[src/rtl/input_conditioner.sv]
// input_conditioner: sync chain, debounce and edge pulses for keys/switches; `define AUTO_REPEAT_EN adds key auto-repeat
module input_conditioner #(
  parameter int NUM_KEYS = 4,
  parameter int NUM_SW = 10,
  parameter int SYNC_STAGES = 2,
  parameter int DEBOUNCE_CYCLES = 4,
  parameter int KEY_ACTIVE_LOW = 1,
  parameter int REPEAT_DELAY = 10,
  parameter int REPEAT_PERIOD = 5
) (
  input  logic                clkIn,
  input  logic                resetIn,
  input  logic [NUM_KEYS-1:0] keysIn,
  input  logic [NUM_SW-1:0]   switchesIn,
  output logic [NUM_KEYS-1:0] keyLevelOut,
  output logic [NUM_KEYS-1:0] keyPressOut,
  output logic [NUM_KEYS-1:0] keyReleaseOut,
  output logic [NUM_KEYS-1:0] keyRepeatOut,
  output logic [NUM_SW-1:0]   switchesOut,
  output logic [NUM_SW-1:0]   switchChangeOut
);
  localparam int N = NUM_KEYS + NUM_SW;
  localparam int CW = $clog2(DEBOUNCE_CYCLES + 1);
  logic [N-1:0] padNorm, level, pulse, accept;
  logic [N-1:0] syncQ [SYNC_STAGES];
  if (SYNC_STAGES < 2 || DEBOUNCE_CYCLES < 1 || REPEAT_DELAY < 1 || REPEAT_PERIOD < 1) begin : gBadCfg
    $error("input_conditioner: illegal parameter value");
  end
  assign padNorm = {switchesIn, (KEY_ACTIVE_LOW != 0) ? ~keysIn : keysIn};
  always_ff @(posedge clkIn or posedge resetIn)
    if (resetIn) begin
      for (int i = 0; i < SYNC_STAGES; i++) syncQ[i] <= '0;
    end else begin
      syncQ[0] <= padNorm;
      for (int i = 1; i < SYNC_STAGES; i++) syncQ[i] <= syncQ[i-1];
    end
  for (genvar c = 0; c < N; c++) begin : gCh
    logic s, q, p;
    logic [CW-1:0] cnt;
    assign s = syncQ[SYNC_STAGES-1][c];
    assign accept[c] = (s != q) && (cnt == CW'(DEBOUNCE_CYCLES - 1));
    assign level[c] = q;
    assign pulse[c] = p;
    always_ff @(posedge clkIn or posedge resetIn)
      if (resetIn) begin
        q <= 1'b0;
        p <= 1'b0;
        cnt <= '0;
      end else begin
        p <= accept[c];
        q <= accept[c] ? s : q;
        cnt <= (s == q || accept[c]) ? '0 : cnt + 1'b1;
      end
  end
  assign keyLevelOut = level[NUM_KEYS-1:0];
  assign keyPressOut = pulse[NUM_KEYS-1:0] & level[NUM_KEYS-1:0];
  assign keyReleaseOut = pulse[NUM_KEYS-1:0] & ~level[NUM_KEYS-1:0];
  assign switchesOut = level[N-1:NUM_KEYS];
  assign switchChangeOut = pulse[N-1:NUM_KEYS];
`ifdef AUTO_REPEAT_EN
  localparam int RMAX = (REPEAT_DELAY > REPEAT_PERIOD) ? REPEAT_DELAY : REPEAT_PERIOD;
  localparam int RW = $clog2(RMAX + 1);
  typedef enum logic [1:0] {IDLE, DELAY, REPEAT} rptState_t;
  for (genvar k = 0; k < NUM_KEYS; k++) begin : gRpt
    rptState_t state, stateNext;
    logic [RW-1:0] rCnt, rCntNext;
    logic rpt, rptNext, lvlNext, hitDelay, hitPeriod;
    assign lvlNext = accept[k] ^ level[k];
    assign hitDelay = rCnt == RW'(REPEAT_DELAY - 1);
    assign hitPeriod = rCnt == RW'(REPEAT_PERIOD - 1);
    always_comb begin
      stateNext = state;
      rCntNext = rCnt + 1'b1;
      rptNext = 1'b0;
      if (!lvlNext) begin
        stateNext = IDLE;
        rCntNext = '0;
      end else if (state == IDLE) begin
        stateNext = accept[k] ? DELAY : IDLE;
        rCntNext = '0;
      end else if ((state == DELAY && hitDelay) || (state == REPEAT && hitPeriod)) begin
        stateNext = REPEAT;
        rCntNext = '0;
        rptNext = 1'b1;
      end
    end
    always_ff @(posedge clkIn or posedge resetIn)
      if (resetIn) begin
        state <= IDLE;
        rCnt <= '0;
        rpt <= 1'b0;
      end else begin
        state <= stateNext;
        rCnt <= rCntNext;
        rpt <= rptNext;
      end
    assign keyRepeatOut[k] = rpt;
  end
`else
  assign keyRepeatOut = '0;
`endif
endmodule

[config.mk]
export PLATFORM = sky130hd
export DESIGN_NAME = input_conditioner
export DESIGN_NICKNAME = d
export VERILOG_FILES = /design/src/rtl/input_conditioner.sv
export SDC_FILE = /design/constraint.sdc
export NUM_CORES = 1
export LEC_CHECK = 0
export BUFFER_PORTS_ARGS = -buffer_cell sky130_fd_sc_hd__buf_2
export CORE_UTILIZATION = 56
export CTS_CLUSTER_DIAMETER = 30
export CTS_CLUSTER_SIZE = 10
export DETAILED_ROUTE_END_ITERATION = 16
export PLACE_DENSITY = 0.78
export REMOVE_ABC_BUFFERS = 1
export SETUP_SLACK_MARGIN = 0.05
export SLEW_MARGIN = 5
export SYNTH_ARGS = -nofsm -noshare
export SYNTH_HDL_FRONTEND = slang
export SYNTH_SLANG_ARGS = --single-unit
[constraint.sdc]
create_clock -name clkIn -period 3 [get_ports clkIn]
set_input_delay 0.15 -clock clkIn [delete_from_list [all_inputs] [get_ports clkIn]]
set_output_delay 0.15 -clock clkIn [all_outputs]
set_load 0.005 [all_outputs]
# Word level (Yosys, flattened, before mapping)
# Cells that the tools add are included.
# word_totals
input_bits	16
elab_cells	146
output_inout_bits	36
regBits	98
# op_classes
bitwise	4
addsub	14
eq_ne	42
muxes	14
reduce_logical	28
# op_table
operator	n
$add 3x1->3 const B	14
$eq 3x2->1 const B	14
$mux 3	14
$eq 1x1->1	14
$logic_and 1x1->1	14
$logic_or 1x1->1	14
$ne 1x1->1	14
$and 4x4->4	2
$not 4->4	2

# Depth between registers and ports, before layout
# Gate-level depths: netlist of the first run.
# logic_depth
depth_word	4
depth_mapped	3
ltp_nobuf	3

# Least setup slack after synthesis of the first run
# OpenSTA, ideal clock, no wires.
# synth_path
path_type	register -> register
start	register gCh[0].cnt[0]
end	register gCh[0].q
slack_ns	1.834
period_less_slack_ns	1.166
required_ns	2.875
n_path_buf	0
path_stages_with_launch	4
t_arrival_ns	1.041
setup_ns	0.125
cell_sequence	dfrtp_1 ha_1 ha_1 mux2_2
# synth_between
elab_chain_cells	2
# synth_rtl
item	line	text
start: declaration	39	logic [CW-1:0] cnt;
start signal: assignment	52	cnt <= (s == q || accept[c]) ? '0 : cnt + 1'b1;
$eq 3x2->1	41	assign accept[c] = (s != q) && (cnt == CW'(DEBOUNCE_CYCLES - 1));
$logic_and 1x1->1	41	
end signal: assignment	51	q <= accept[c] ? s : q;
end: declaration	38	logic s, q, p;
# No other way between the ends.
# A chain may end at the register's enable or synchronous reset.

# Final worst setup path of the first run
# layout_path
start	register gCh[1].q
end	output keyReleaseOut[1]
# layout_between
elab_chain_cells	2
# layout_rtl
item	line	text
start: declaration	38	
start signal: assignment	51	
$not 4->4	57	assign keyReleaseOut = pulse[NUM_KEYS-1:0] & ~level[NUM_KEYS-1:0];
$and 4x4->4	57	
end: declaration	17	output logic [NUM_KEYS-1:0] keyReleaseOut,
# No other way between the ends.

==> results list, run 1 <==
* Rows: 29
- In this run the worst path has a maximum fanout of 5.
* Via count of the first global-routing pass: about 2000
- Number of storage elements in the synthesis netlist: 98
* Post-synth top cells: 98 x sky130_fd_sc_hd__dfrtp_1, 28 x sky130_fd_sc_hd__buf_4, 28 x sky130_fd_sc_hd__ha_1, 28 x sky130_fd_sc_hd__nor3_1, 19 x sky130_fd_sc_hd__inv_1
- After routing the design area is about 0.0043 mm^2.
- Endpoint of the lowest-slack register-to-register path: gCh[3].q$_DFFE_PP0P_
* Classification of the worst-slack hold path: flip-flop to flip-flop
- Counting flops with a built-in enable in the synthesized netlist gives 0.
- For this run the aggregate overflow at the end of global routing stands at 0.
* HPWL after detailed placement: approximately 3200 um
- On the final layout, the worst clock skew is 6.26 ps.
- Switching portion of total power: ~29%
* Number of distinct library cells after synthesis: 13
- Mean number of vias per cell: 4.80
- Chip Height: between 80 and 90 um
- Post-synthesis instance area: ~0.0038 mm^2
- Most frequently used flop master after synthesis: sky130_fd_sc_hd__dfrtp_1
- Measured against its own limit, the worst slew margin works out to roughly three fifths.
- The final layout contains 360 nets.
* Count of final max-slew check failures: 0
- Areal power density over the cells: around 840 mW/mm^2
- Final core utilization: between 60 and 70%
* Sw power: between 1 and 1.5 mW
- Entering global routing, the biggest net connects 56 pins.
- Combinational logic is responsible for ~25% of the overall power.
* CP Capture Type: output pin
* Syn_area_per_cell: 14.2 um^2
- The hold violation count in the final report is 0.
- sky130_fd_sc_hd__dfrtp_1 is the most common cell in the netlist.
- STA classifies the critical path startpoint as a flip-flop.
- Result of the run: finished with violations
* Final Cycle Share: around 42%
- Post-synthesis to final-layout area growth: 13.3%
* Dominant combinational cell family by area after synthesis: simple AND/OR/NAND/NOR gates
- Max-cap check violation count: 0
- Failing checks: DRC
- Summing the areas of all and, or, nand and nor instances in the mapped netlist gives approximately 11% of the synthesized area.
- Required time of the critical path: 2850 ps
- Clock latency on the worst-skew pair, taken at its later pin, is 350 ps.
- Count of vias placed by the detailed router: about 1900
* Sequential share of the synthesized area: around 65%
* Setup repair after global routing missed its margin: no
- Cells with a size suffix above 1 make up approximately 29% of the layout.
- During synthesis, Yosys emitted a total of 0 warnings.
- Relative contribution of sequential cells to total power: 51.3%
- In this run the post-CTS setup repair buffer count came out at 0.
- At the pin with the least slew margin, the transition time is approximately 620 ps.
- Instance count along the most critical hold path: 0
* Number of ports placed on the die boundary: 52
- In this run the cell area measured after placement is 0.00394 mm^2.
* Initial antenna violation count: 0
* F_max: a little under 800 MHz
- Leakage dissipation: 2.12 nW
- Place WS: ~1800 ps
* Floorplan Core Area: ~0.0064 mm^2
* Average routed wire per standard cell: about 12 um
- Setup-failing EPs final: 0
- In this run, CTS created clock tree buffers numbering 9.
- The number of antenna diodes in the final layout is 0.
- Root Buffer Master: sky130_fd_sc_hd__clkbuf_8
* Violation count after the first detailed-routing iteration: 39
* Clock tree from TritonCTS: yes
- Arithmetic-cell share of the synthesized area counting full adders, half adders and majority gates: under 10%
* Synthesized-area fraction occupied by xor and xnor cells: under 10%
- Share of synthesized area spent on multiplexers: 4.16%
- Routability-driven placement finished with a final weighted congestion of between 0.6 and 0.7.
- Counting flops with an async set or reset pin after synthesis yields a share of 100%.
- Reg clk slew, reported paths: approximately 90 ps
- Detailed Routing Iterations Pass 1: 10
- Final period demand of the worst path: roughly 1300 ps
- Maximum VDD drop: between 0.4 and 0.5 mV
* Hold path startpoint: syncQ[18]$_DFF_PP0_
- PnR worst setup slack: between 1500 and 2000 ps
- By area the synthesized netlist is led by sky130_fd_sc_hd__dfrtp_1 65%, sky130_fd_sc_hd__ha_1 9.3%, sky130_fd_sc_hd__buf_4 5.6%, sky130_fd_sc_hd__mux2_2 4.2%, sky130_fd_sc_hd__nor3_1 3.7%.
- Counting along the longest clock path gives a buffer depth of 2.
- Cell type with the largest total area after synthesis: sky130_fd_sc_hd__dfrtp_1
- Synth top area share: 64.8%
* Overall die width: between 80 and 90 um
- For this design, the sink count on the clock tree is between 90 and 100.
- Wire length of the first global-routing pass: 8470 um
- After routing, the total negative slack on setup checks comes to 0 ps.
* Global routing usage summed across all routing layers: between 10% and 20%
* Remaining antenna violation count: 0
- # port buffers: 47
- Compound-gate portion of the synthesized area: 0%
- Die Footprint: 0.00709 mm^2
- Cell internal power was estimated by the tool at 2.56 mW.
* Critical path start-end classification: flip-flop to output pin
- For this block, the routed nets add up to roughly 4700 um of wire.
- The share of total power dissipated in the clock network is a little under a quarter.
- Endpoint, Worst Hold: gCh[4].s$_DFF_PP0_
- For the worst setup path, the data arrival time is between 1000 and 1500 ps.
- Effective utilization at floorplan: about three fifths
* Worst-case register-to-register setup slack: around 1800 ps
- Counting cells, the worst reg-to-reg path comes to 3.
- H-Tree Depth: 3
* Residual DRC count: 6
- The startpoint identified for the worst register-to-register timing path is gCh[3].cnt[0]$_DFF_PP0_.
- Number of standard cells after synthesis: between 200 and 300
final cells by class:
type                            instances  area (um^2)
Sequential cell                        98         2450
Fill cell                             460         2130
Clock inverter                          6         65.1
Tap cell                               77         96.3
Inverter                               19         73.8
Multi-Input combinational cell        124         1060
Clock buffer                           10          138
Timing Repair Buffer                   64          400
cells by family after synthesis:
group | after synthesis
xor+xnor | 14
fa+ha+maj | 28
flops | 98
simple gates | 64
buf+inv | 47
other cells | 1
mux | 14
layout by cell type (no fill, tap or decap), types with 10 or more instances in the layout:
master                          count
sky130_fd_sc_hd__nor3b_1           10
sky130_fd_sc_hd__dlygate4sd3_1     15
sky130_fd_sc_hd__nor3_1            28
sky130_fd_sc_hd__clkbuf_8          10
sky130_fd_sc_hd__nor2b_1           14
sky130_fd_sc_hd__buf_2             47
sky130_fd_sc_hd__mux2_2            14
sky130_fd_sc_hd__xnor2_1           14
sky130_fd_sc_hd__inv_1             18
sky130_fd_sc_hd__ha_1              28
sky130_fd_sc_hd__dfrtp_1           98
through the flow:
stage / power (mW) / std cells / hold WS (ps)
2_1_floorplan: 2.49 / 241 / 181
3_3_place_gp: 2.72 / 367 / 258
3_5_place_dp: 2.79 / 367 / 259
4_1_cts: 3.65 / 398 / 356
5_1_grt: 3.87 / 398 / 360
6_report: 3.60 / 398 / 353
layer usage:
layer	track usage, %	wire length, um
met3	5.90	261
met5	0	0
met4	6.58	61
met1	19.3	2260
met2	24.7	2140
critical path, cell delays in order, from the launching register on:
cell                      delay (ps)
sky130_fd_sc_hd__dfrtp_1         410
sky130_fd_sc_hd__and2b_2         230
sky130_fd_sc_hd__buf_2           120
sequential cells by signal (all words and copies together) (netlist names):
register,count
gCh.p,14
gCh.q,14
gCh.cnt,42
syncQ,14
gCh.s,14
worst max-delay path by stage:
| stage | start | to | slack (ps) | cells after the start |
|---|---|---|---|---|
| 2_1_floorplan | resetIn | gCh[0].cnt[0]$_DFF_PP0_ | 290 | 1 |
| 3_3_place_gp | gCh[2].cnt[0]$_DFF_PP0_ | gCh[2].q$_DFFE_PP0P_ | 1790 | 3 |
| 3_5_place_dp | gCh[3].cnt[0]$_DFF_PP0_ | gCh[3].q$_DFFE_PP0P_ | 1760 | 3 |
| 4_1_cts | gCh[1].q$_DFFE_PP0P_ | keyReleaseOut[1] | 1710 | 2 |
| 5_1_grt | resetIn | gCh[1].cnt[1]$_DFF_PP0_ | 1630 | 4 |
| 6_report | gCh[1].q$_DFFE_PP0P_ | keyReleaseOut[1] | 1740 | 2 |
power by group through the flow:
stage                     sequential, mW  clock, mW  combinational, mW
after floorplan                     1.85          0              0.640
after global placement              1.86          0              0.861
after detailed placement            1.88          0              0.914
after CTS                           1.85      0.866              0.933
after global routing                1.89      0.918               1.06
final                               1.85      0.840              0.912
repair_timing:
action / 4_1_cts / 5_1_grt
resized for setup: 0 / 0
setup endpoints to repair: 0 / 0
hold buffers: 15 / 0
endpoints found under the hold margin: 67 / 0
Power figures use the tool's default switching activity.
==> inputs of run 2 (changes only) <==
ABC_AREA = 1   (was unset)
CORE_UTILIZATION = 57   (was 56)
PLACE_DENSITY = 0.79   (was 0.78)
clock period = 1.2 ns   (was 3 ns; I/O delays follow)
==> run 2 against run 1 <==
The flow now finishes without violations. Core utilization grew 6.0 points. Synthesized cell count rose by 45%. Wire length up 29%. Global-route usage grew 1.6 points. Total power rose to 2.8 times the previous value. Sequential power grew to 2.5 times the previous value. Non-clock buffer count grew 16.
==> results list, run 2 <==
* Worst stage delay on the critical path: between 400 and 500 ps
- Cell type with the largest total area after synthesis: sky130_fd_sc_hd__dfrtp_1
- Entering global routing, the biggest net connects 42 pins.
- Violation count after the first detailed-routing iteration: 83
- The count of nets left with antenna violations once routing finished came out at 0.
- Global routing used ~5.9% of the available met3 tracks.
- Area of the multi-input gates: ~0.0013 mm^2
* Die Footprint: ~0.0074 mm^2
* Areal power density over the cells: 2070 mW/mm^2
- TritonCTS created 9 clock buffers.
* Residual DRC count: 0
* Top library cells by usage in the layout, fill and taps aside: 98 x sky130_fd_sc_hd__dfrtp_1, 64 x sky130_fd_sc_hd__inv_1, 56 x sky130_fd_sc_hd__nand2_1
- After layout, the minimum clock period comes to 1160 ps.
- The tree is rooted in a sky130_fd_sc_hd__clkbuf_8.
- Mean number of vias per cell: roughly 4.6
- In the final layout, the share of cells above drive strength 1 is approximately 36%.
- In the final routed layout, each cell accounts on average for 11.0 um.
- met2 is the most crowded layer.
* Setup repair after global routing missed its margin: no
* Endpoint of the lowest-slack register-to-register path: gCh[10].cnt[1]$_DFF_PP0_
* Number of distinct library cells after synthesis: 11
- The library cell used most frequently in the layout, excluding fill and tap cells, is sky130_fd_sc_hd__dfrtp_1.
- Number of instances in the placed design: 506
- The first detailed-routing pass took 4 iterations.
- The run finished with clean final reports.
- Setup slack on the critical path of the routed design comes to between 30 and 40 ps.
* Power share of the clock group: around a fifth
- Overall die width: between 80 and 90 um
* Ys async rst share: between 90% and 100%
- Required time of the critical path: around 1500 ps
- # port buffers: 47
- After synthesis the netlist holds a flip-flop and latch count of 98.
- After routing the design area is 0.00495 mm^2.
- By startpoint and endpoint, the worst setup path is classified as flip-flop to flip-flop.
- Clock latency on the worst-skew pair, taken at its later pin, is 350 ps.
- Rows: 30
- In the global route stage, met2 resource usage came out at between 30% and 40%.
- The finished layout holds 553 standard cells, fillers aside.
* Register ranked first by flip-flop count: gCh.cnt
* CP Capture Type: flip-flop
- Cell depth of the worst flop-to-flop path: 5
- Relative contribution of sequential cells to total power: between 40% and 50%
- Critical path fanouts, max: 3
* Number of hold-slack violations in the final timing report: 0
- Initial antenna violation count: 0
- Switching portion of total power: 33.8%
- The analysis attributes to cell leakage a power of 2.60 nW.
* Area after DPL: 0.00420 mm^2
- Maximum VDD drop: between 1 and 1.5 mV
- Cell-by-cell listing of the critical path: ha_2, ha_4, inv_2, nand3_4, nor2_1
- Number of flip-flops under the largest register name: 42
- Int Pwr: 6.77 mW
* Classification of the worst-slack hold path: primary input to async pin
- Post-synthesis instance area: ~0.004 mm^2
- Worst hold-check slack: 229 ps
- For this run, the leading register cell type out of synthesis is sky130_fd_sc_hd__dfrtp_1.
* Synth top area share: between 60% and 70%
- HPWL after detailed placement: a little under 4000 um
- Post-synth top cells: 98 x sky130_fd_sc_hd__dfrtp_1, 79 x sky130_fd_sc_hd__inv_1, 60 x sky130_fd_sc_hd__nor2_1, 56 x sky130_fd_sc_hd__nand2_1
- Via count of the first global-routing pass: approximately 2500
- The die is 85.8 um tall.
- Total congestion overflow after global routing: 0
- Data arrival time at the worst-slack endpoint: 1450 ps
- Count of vias placed by the detailed router: between 2000 and 3000
- Yosys printed 0 warnings.
* Floorplan Core Area: between 0.006 and 0.007 mm^2
* Setup-failing EPs final: 0
* Total clock sinks: about 100
- The setup check on the worst reg-to-reg path leaves a slack of ~38 ps.
* Sequential share of the synthesized area: 61.3%
- Cell type of the slowest stage on the worst timing path: sky130_fd_sc_hd__dfrtp_1
- Clock-pin slew was measured on the worst setup and hold paths at ~100 ps.
- For this design the top-level I/O count stands at 52.
- In the finished design, the share of the clock period the worst path needs comes to about 97%.
* Effective utilization at floorplan: ~60%
- Per report_power, the combinational group accounts for between 30% and 40% of the total.
- Sum of routed wire length over all layers: ~6100 um
- For met1 alone, demand over resource in global routing was between 15 and 20%.
* Count of final max-slew check failures: 0
- TritonCTS built the clock tree.
- Max-cap check violation count: 0
* Sw power: around 3.5 mW
* Area occupied by registers: approximately 0.0025 mm^2
- The final layout contains between 400 and 500 nets.
- In this run the critical register-to-register path is launched from gCh[10].cnt[0]$_DFF_PP0_.
- The first global-routing pass estimated 9680 um of wire.
* Routability-driven placement congestion ratio: 0.744
* Fill cell total of the finished layout: 470
- In the synthesized netlist, the number of instances is approximately 390.
* Syn_area_per_cell: ~10 um^2
* F_max: about 860 MHz
* Cell with the most instances after synthesis: sky130_fd_sc_hd__dfrtp_1
* H-Tree Depth: 3
* Main area contributors after synthesis: sky130_fd_sc_hd__dfrtp_1 61%, sky130_fd_sc_hd__ha_1 8.8%, sky130_fd_sc_hd__inv_1 7.4%, sky130_fd_sc_hd__nor2_1 5.6%, sky130_fd_sc_hd__buf_4 5.3%
- Clock Skew: ~9.1 ps
- STA classifies the critical path startpoint as a flip-flop.
- Number of enable-type register cells in the synthesized netlist: 0
* Diodes inserted: 0
- Counting along the longest clock path gives a buffer depth of 2.
* Place WS: a little over 30 ps
- Post-synthesis to final-layout area growth: 23.7%
* Global routing usage summed across all routing layers: 17.2%
[run 2: changes by cell type in the layout (fill, tap and decap cells not counted), sizes merged, moves of 14 or more]
cell / previous run / this run
nor2: 0 / 60
buf: 49 / 65
xnor2: 14 / 0
nor3b: 14 / 0
nor2b: 14 / 0
o21ai: 0 / 14
nand2: 0 / 60
nand3: 0 / 14
inv: 20 / 86
mux2: 14 / 0
nor3: 28 / 0
[run 2: power by group through the flow]
| stage | clock network [mW] | registers (mW) | logic, mW |
|---|---|---|---|
| after CTS | 2.23 | 4.62 | 2.60 |
| after floorplan | 0 | 4.62 | 1.69 |
| after global routing | 2.33 | 4.73 | 3.99 |
| after detailed placement | 0 | 4.69 | 2.40 |
| after global placement | 0 | 4.64 | 2.23 |
| final | 2.15 | 4.64 | 3.44 |
[run 2: worst max-delay path by stage]
stage | from | to | slack (ps)
floorplan | resetIn | gCh[0].cnt[0]$_DFF_PP0_ | -1420
global placement | gCh[4].cnt[0]$_DFF_PP0_ | gCh[4].cnt[0]$_DFF_PP0_ | 90
detailed placement | gCh[4].cnt[0]$_DFF_PP0_ | gCh[4].cnt[0]$_DFF_PP0_ | 30
CTS | gCh[1].cnt[0]$_DFF_PP0_ | gCh[1].cnt[1]$_DFF_PP0_ | 50
global route | gCh[10].cnt[0]$_DFF_PP0_ | gCh[10].cnt[1]$_DFF_PP0_ | 20
finish | gCh[10].cnt[0]$_DFF_PP0_ | gCh[10].cnt[1]$_DFF_PP0_ | 40
[run 2: cell type report]
| type | instances | area share, % |
|---|---|---|
| sequential | 98 | 49.6 |
| multi-input combinational | 180 | 26.4 |
| timing repair buffer | 80 | 11.0 |
| inverter | 83 | 6.35 |
| clock buffer | 9 | 2.50 |
| tap | 96 | 2.43 |
| clock inverter | 7 | 1.69 |
[run 2: worst max-delay path: cells and delay by family (launching register included)]
kind                     cells  cell delay (ps)
adder cells (fa/ha/maj)      2              380
flip-flops                   1              410
AND/OR/NAND/NOR              2              230
buffers and inverters        1               70
[run 2: repair_timing]
item,CTS,global route
resized for setup,17,63
endpoints found under the setup margin,22,47
hold endpoints to repair,37,0
buffers inserted,4,12
pin swaps,1,25
hold buffers,15,0
[run 2: routing by layer]
| layer | vias to the layer above | share of wire, % |
|---|---|---|
| met3 | 8 | 3.0 |
| met2 | 41 | 57 |
| met1 | 1237 | 39 |
| li1 | 1246 | - |
| met5 | - | 0 |
| met4 | 0 | 1.2 |
[run 2: logic make-up after synthesis]
kind of cell,count (synthesis),synth area share (%)
simple gates,134,15.0
buf+inv,111,13.0
flops,98,61.3
fa+ha+maj,28,8.76
compound gates,14,1.75
other cells,1,0.0938
[run 2: per-stage QoR]
stage               utilization (%)  total power, mW  setup TNS (ps)
detailed placement             61.8             7.10               0
finish                         72.8             10.2               0
global placement               61.8             6.87               0
CTS                            67.8             9.46               0
global route                   72.8             11.1               0
floorplan                         -             6.32         -139360
